--- src/rtl/particle_ctl.sv ---
// Single-particle ballistic controller for the VGA overlay: launch, per-frame
// motion with gravity, wall clamping, ceiling and ground handling, landed hold.
module particle_ctl #(
    parameter logic [11:0] GROUND_Y    = 12'd536,
    parameter logic [11:0] X_MAX       = 12'd960,
    parameter logic [3:0]  GRAVITY     = 4'd1,
    parameter logic [3:0]  HOLD_FRAMES = 4'd2
) (
    input  logic        clk60MHz,
    input  logic        rst,
    input  logic        vblnk,
    input  logic        launch,
    input  logic [11:0] xpos_start,
    input  logic [11:0] ypos_start,
    input  logic [3:0]  speed,
    input  logic        dir,
    input  logic [5:0]  vy_init,
    output logic [11:0] xpos_particle,
    output logic [11:0] ypos_particle,
    output logic        active,
    output logic        done
);

    typedef enum logic [1:0] {IDLE, FLY, LANDED} state_t;

    localparam logic [11:0] PARK = 12'hFFF;

    state_t             state, state_nxt;
    logic               vblnk_d;
    logic               tick;
    logic [11:0]        x_nxt, y_nxt;
    logic signed [7:0]  vy, vy_nxt;
    logic [3:0]         hold_cnt, hold_nxt;
    logic [3:0]         speed_r, speed_nxt;
    logic               dir_r, dir_nxt;
    logic               active_nxt, done_nxt;
    logic [12:0]        x_sum, y_sum;
    logic signed [8:0]  vy_sum;

    assign tick = vblnk & ~vblnk_d;

    // 13-bit sums: bit 12 set means the result went negative
    always_comb begin
        x_sum  = dir_r ? ({1'b0, xpos_particle} + {9'd0, speed_r})
                       : ({1'b0, xpos_particle} - {9'd0, speed_r});
        y_sum  = {1'b0, ypos_particle} + {{5{vy[7]}}, vy};
        vy_sum = {vy[7], vy} + $signed({5'd0, GRAVITY});
    end

    always_comb begin
        state_nxt  = state;
        x_nxt      = xpos_particle;
        y_nxt      = ypos_particle;
        vy_nxt     = vy;
        hold_nxt   = hold_cnt;
        speed_nxt  = speed_r;
        dir_nxt    = dir_r;
        active_nxt = active;
        done_nxt   = 1'b0;

        case (state)
            IDLE: begin
                x_nxt      = PARK;
                y_nxt      = PARK;
                vy_nxt     = 8'sd0;
                hold_nxt   = 4'd0;
                active_nxt = 1'b0;
                if (launch) begin
                    x_nxt      = xpos_start;
                    y_nxt      = ypos_start;
                    vy_nxt     = 8'sd0 - $signed({2'b00, vy_init});
                    speed_nxt  = speed;
                    dir_nxt    = dir;
                    active_nxt = 1'b1;
                    state_nxt  = FLY;
                end
            end
            FLY: begin
                if (tick) begin
                    if (x_sum[12])
                        x_nxt = 12'd0;
                    else if (x_sum[11:0] > X_MAX)
                        x_nxt = X_MAX;
                    else
                        x_nxt = x_sum[11:0];

                    vy_nxt = (vy_sum > 9'sd31) ? 8'sd31 : vy_sum[7:0];

                    if (y_sum[12]) begin
                        y_nxt  = 12'd0;
                        vy_nxt = 8'sd0;
                    end else if (y_sum[11:0] >= GROUND_Y) begin
                        y_nxt     = GROUND_Y;
                        vy_nxt    = 8'sd0;
                        hold_nxt  = 4'd0;
                        state_nxt = LANDED;
                    end else begin
                        y_nxt = y_sum[11:0];
                    end
                end
            end
            LANDED: begin
                if (tick) begin
                    hold_nxt = hold_cnt + 4'd1;
                    if (hold_cnt + 4'd1 == HOLD_FRAMES) begin
                        done_nxt  = 1'b1;
                        state_nxt = IDLE;
                    end
                end
            end
            default: state_nxt = IDLE;
        endcase
    end

    always_ff @(posedge clk60MHz) begin
        if (rst) begin
            state         <= IDLE;
            vblnk_d       <= 1'b0;
            xpos_particle <= PARK;
            ypos_particle <= PARK;
            vy            <= 8'sd0;
            hold_cnt      <= 4'd0;
            speed_r       <= 4'd0;
            dir_r         <= 1'b0;
            active        <= 1'b0;
            done          <= 1'b0;
        end else begin
            state         <= state_nxt;
            vblnk_d       <= vblnk;
            xpos_particle <= x_nxt;
            ypos_particle <= y_nxt;
            vy            <= vy_nxt;
            hold_cnt      <= hold_nxt;
            speed_r       <= speed_nxt;
            dir_r         <= dir_nxt;
            active        <= active_nxt;
            done          <= done_nxt;
        end
    end

endmodule

--- config.mk ---
export PLATFORM = sky130hd
export DESIGN_NAME = particle_ctl
export DESIGN_NICKNAME = d
export VERILOG_FILES = /design/src/rtl/particle_ctl.sv
export SDC_FILE = /design/constraint.sdc
export NUM_CORES = 1
export LEC_CHECK = 0
export BUFFER_PORTS_ARGS = -buffer_cell sky130_fd_sc_hd__buf_4
export CAP_MARGIN = 10
export CORE_MARGIN = 3
export CORE_UTILIZATION = 55
export CTS_CLUSTER_SIZE = 28
export DETAILED_ROUTE_END_ITERATION = 10
export HOLD_SLACK_MARGIN = 0.1
export MAX_ROUTING_LAYER = met4
export PLACE_DENSITY = 0.87
export SYNTH_ARGS = -nofsm -noshare
export SYNTH_HDL_FRONTEND = slang
export SYNTH_SLANG_ARGS = --single-unit
--- constraint.sdc ---
create_clock -name clk60MHz -period 3.85 [get_ports clk60MHz]
set_input_delay 0.385 -clock clk60MHz [delete_from_list [all_inputs] [get_ports clk60MHz]]
set_output_delay 0.385 -clock clk60MHz [all_outputs]
set_load 0.01 [all_outputs]
==> impl_results.md <==
- Number of I/O pins: 65
- Gr usage total: 27.6%
- Synth top area cells: dfxtp_1, ha_1, nor2_1
- Hpwl dp: 7.60 mm
- Clock skew: ~0.010 ns
- Simple-gate portion of the synthesized area: between 10% and 20%
- CTS tree: built
- Height of the die: 87.9 µm
- Vias: 3860
- Fillers: 530
- Placed inst area: 0.00424 mm²
- Post-place setup slack: 0.384 ns
- Setup_tns: 0 ns
- Worst-Margin Slew: 0.767 ns
- RSZ-0062 raised after global routing: no
- R2r setup slk: 0.37 ns
- Final core occ: 67.5%
- Share of layout cells above drive strength 1: 18.3%
- Crit path capture: xpos_particle[1]
- Area grow syn2layout: 17.4%
- # resized after CTS: 0
- Fin area: 0.00433 mm²
- CORE AREA: 0.00642 mm²
- Worst endpoint required time: 4.06 ns
- First-pass GRT wire length: 16.7 mm
- Routed WL: 10.1 mm
- # nets final: 601
- Proportion of synthesized area in mux cells: 2.24%
- Die Width: slightly below 90 µm
- Die area: between 0.007 and 0.008 mm²
- Starting Density: roughly 57%
- Max Buffers Root-to-Sink: 2
- CTS Hold Buffers Added: 0
- Largest family of logic cells by synthesized area: compound AO/OA/AOI/OAI gates
- Count of pins over their slew limit: 0
- P per Cell Area: 572 mW/mm²
- CTS root buffer: clkbuf_8
- Critical path type: flip-flop to flip-flop
- CTS clk-pin slew, worst paths: 0.11 ns
- Hold slack: about 0.29 ns
- GP Congestion: 0.903
- MaxCap Viol Count: 0
- Std cell rows: 29
- Worst VDD drop: 0.390 mV
- Status: completed
- CTS H-tree lvls: 2
- Largest net degree at the start of global routing: 45
- Worst setup EP type: flip-flop
- Clock latency on the worst-skew pair: 0.32 ns
- Post-synth ARST share: 0%
- Number of synthesized flops with an enable pin: 0
- Most frequent cells in the layout: buf_4, nor2_1, dfxtp_1
- CTS Buf Count: 5
- Worst Setup SP: speed_r[0]
- Port Buffers: 64
- R2r startpoint: speed_r[0]
- Adder-Cell Fraction of Synth Area: 11.6%
- Mapped Cells: 472
- Antenna Violating Nets Remaining: 0
- R2R depth: 12
- Post-synthesis sequential area ratio: approximately a quarter
- Final setup fails: 0
- Final setup margin: 0.371 ns
- Post-synth top area share: 24.9%
- Leak Pwr: 1.80 nW
- CP Data Arrival Time: 3.69 ns
- Final global-route overflow total: 0
- Mean Syn Cell Area: 7.82 µm²
- Crit share post-route: 90.4%
- Crit path launch type: flip-flop
- Vias per cell: 6.36
- Post-CTS Setup Inserts: 0
- Compound-Gate Fraction of Synth Area: 32.3%
- Ant. Diodes: 0
- Commonest non-fill, non-tap cell in the layout: buf_4
- Clk sink count: 46
- Synth warnings: 0
- # DRC: 0
- Fin crit period: between 3 and 4 ns
- Unique masters post-synth: 63
- Seq cells post-synth: 46
- Crit-path max FO: 6
- Vias in the first global route: 3636
- Reg-to-reg endpoint: xpos_particle[1]
- Area leader, netlist: dfxtp_1
- Net Count, Synth: 544
- Xor and xnor area share after synthesis: 6.88%
- Post-Synthesis Cell Area: 0.00369 mm²
- Drt wl/cell: 16.7 µm
- Peak Freq: 0.287 GHz
- Most used DFF post-synth: dfxtp_1
- Drt first pass iters: 5
- Slew HR: 48.8%
- Hold Crit Class: input pin to flip-flop
- Final Hold Viols: 0
- Initial antenna violation count: 0
- Initial DRC count: 249
## worst max-delay path, cell delays in order (launching register included)
cell and delay [ns]:
dfxtp_1 0.35, nor3_1 0.30, ha_1 0.30, mux2_2 0.27, ha_1 0.33, o21a_1 0.20
o31a_1 0.12, a221o_1 0.33, a21o_1 0.23, a311oi_2 0.30, a31oi_2 0.10, o21bai_4 0.24
o41ai_2 0.32
## Yosys cell counts, drive strengths merged, types with 3 or more instances
| library cell | n |
|---|---|
| xnor2 | 15 |
| o21bai | 5 |
| nand2 | 22 |
| o21ai | 46 |
| a31oi | 3 |
| dfxtp | 46 |
| o31ai | 11 |
| o211ai | 5 |
| ha | 31 |
| and2 | 3 |
| nor3 | 11 |
| nand2b | 9 |
| xor2 | 14 |
| o2bb2ai | 3 |
| a21oi | 45 |
| nand3b | 4 |
| o22ai | 4 |
| clkbuf | 19 |
| a21o | 7 |
| and3 | 3 |
| mux2i | 6 |
| a211oi | 11 |
| o21a | 4 |
| a221oi | 4 |
| o31a | 3 |
| nand3 | 14 |
| a211o | 4 |
| nor2 | 61 |
| o41ai | 5 |
| nor2b | 3 |
| inv | 19 |
## layer usage
metal / vias up / global-route usage, % / part of all wire, %
met5: - / - / 0
met4: 0 / 10.5 / 2.7
met3: 29 / 3.39 / 5.3
met2: 148 / 44.0 / 48
met1: 1822 / 35.6 / 44
li1: 1861 / - / -
## how the worst min path moves through the flow
| stage | startpoint | endpoint | slack [ns] | cells after the start |
|---|---|---|---|---|
| final | dir | dir_r | 0.29 | 3 |
| after global routing | speed[3] | speed_r[3] | 0.31 | 3 |
| after CTS | dir | dir_r | 0.30 | 3 |
| after detailed placement | ypos_particle[10] | ypos_particle[10] | 0.49 | 1 |
| after global placement | active | active | 0.47 | 2 |
| after floorplan | hold_cnt[3] | hold_cnt[3] | 0.48 | 1 |
## per-stage QoR
stage	power, mW	std cells
2_1_floorplan	1.73	472
3_3_place_gp	2.08	599
3_5_place_dp	2.13	599
4_1_cts	2.45	607
5_1_grt	2.65	607
6_report	2.48	607
## cell type report
cell class                 count  area (µm²)  area share (%)
clock buffer                   5        68.8            1.59
tap                           77        96.3            2.22
timing repair buffer          70         526            12.1
inverter                      19        71.3            1.65
clock inverter                 3        23.8           0.549
multi-input combinational    387        2630            60.6
sequential                    46         921            21.3
## flip-flops by register name, summed over array words and instances (netlist names)
signal / flops
active: 1
state: 2
vblnk_d: 1
vy: 8
dir_r: 1
ypos_particle: 12
speed_r: 4
xpos_particle: 12
done: 1
hold_cnt: 4
## cell families (layout without fill, tap and decap cells)
kind of cell,count (synthesis),in the layout
AND/OR/NAND/NOR,142,142
adder cells (fa/ha/maj),33,33
flip-flops,46,46
multiplexers,8,8
buffers and inverters,39,97
AO/OA/AOI/OAI,175,175
XOR/XNOR,29,29
## power breakdown
group | switching [mW] | internal (mW) | leakage (nW) | total (mW)
Combinational | 0.865 | 0.634 | 1.38 | 1.50
Clock | 0.197 | 0.130 | 0.0408 | 0.327
Sequential | 0.102 | 0.550 | 0.380 | 0.652
Total | 1.16 | 1.31 | 1.80 | 2.48
No activity file was read; power rests on OpenSTA's default activity.
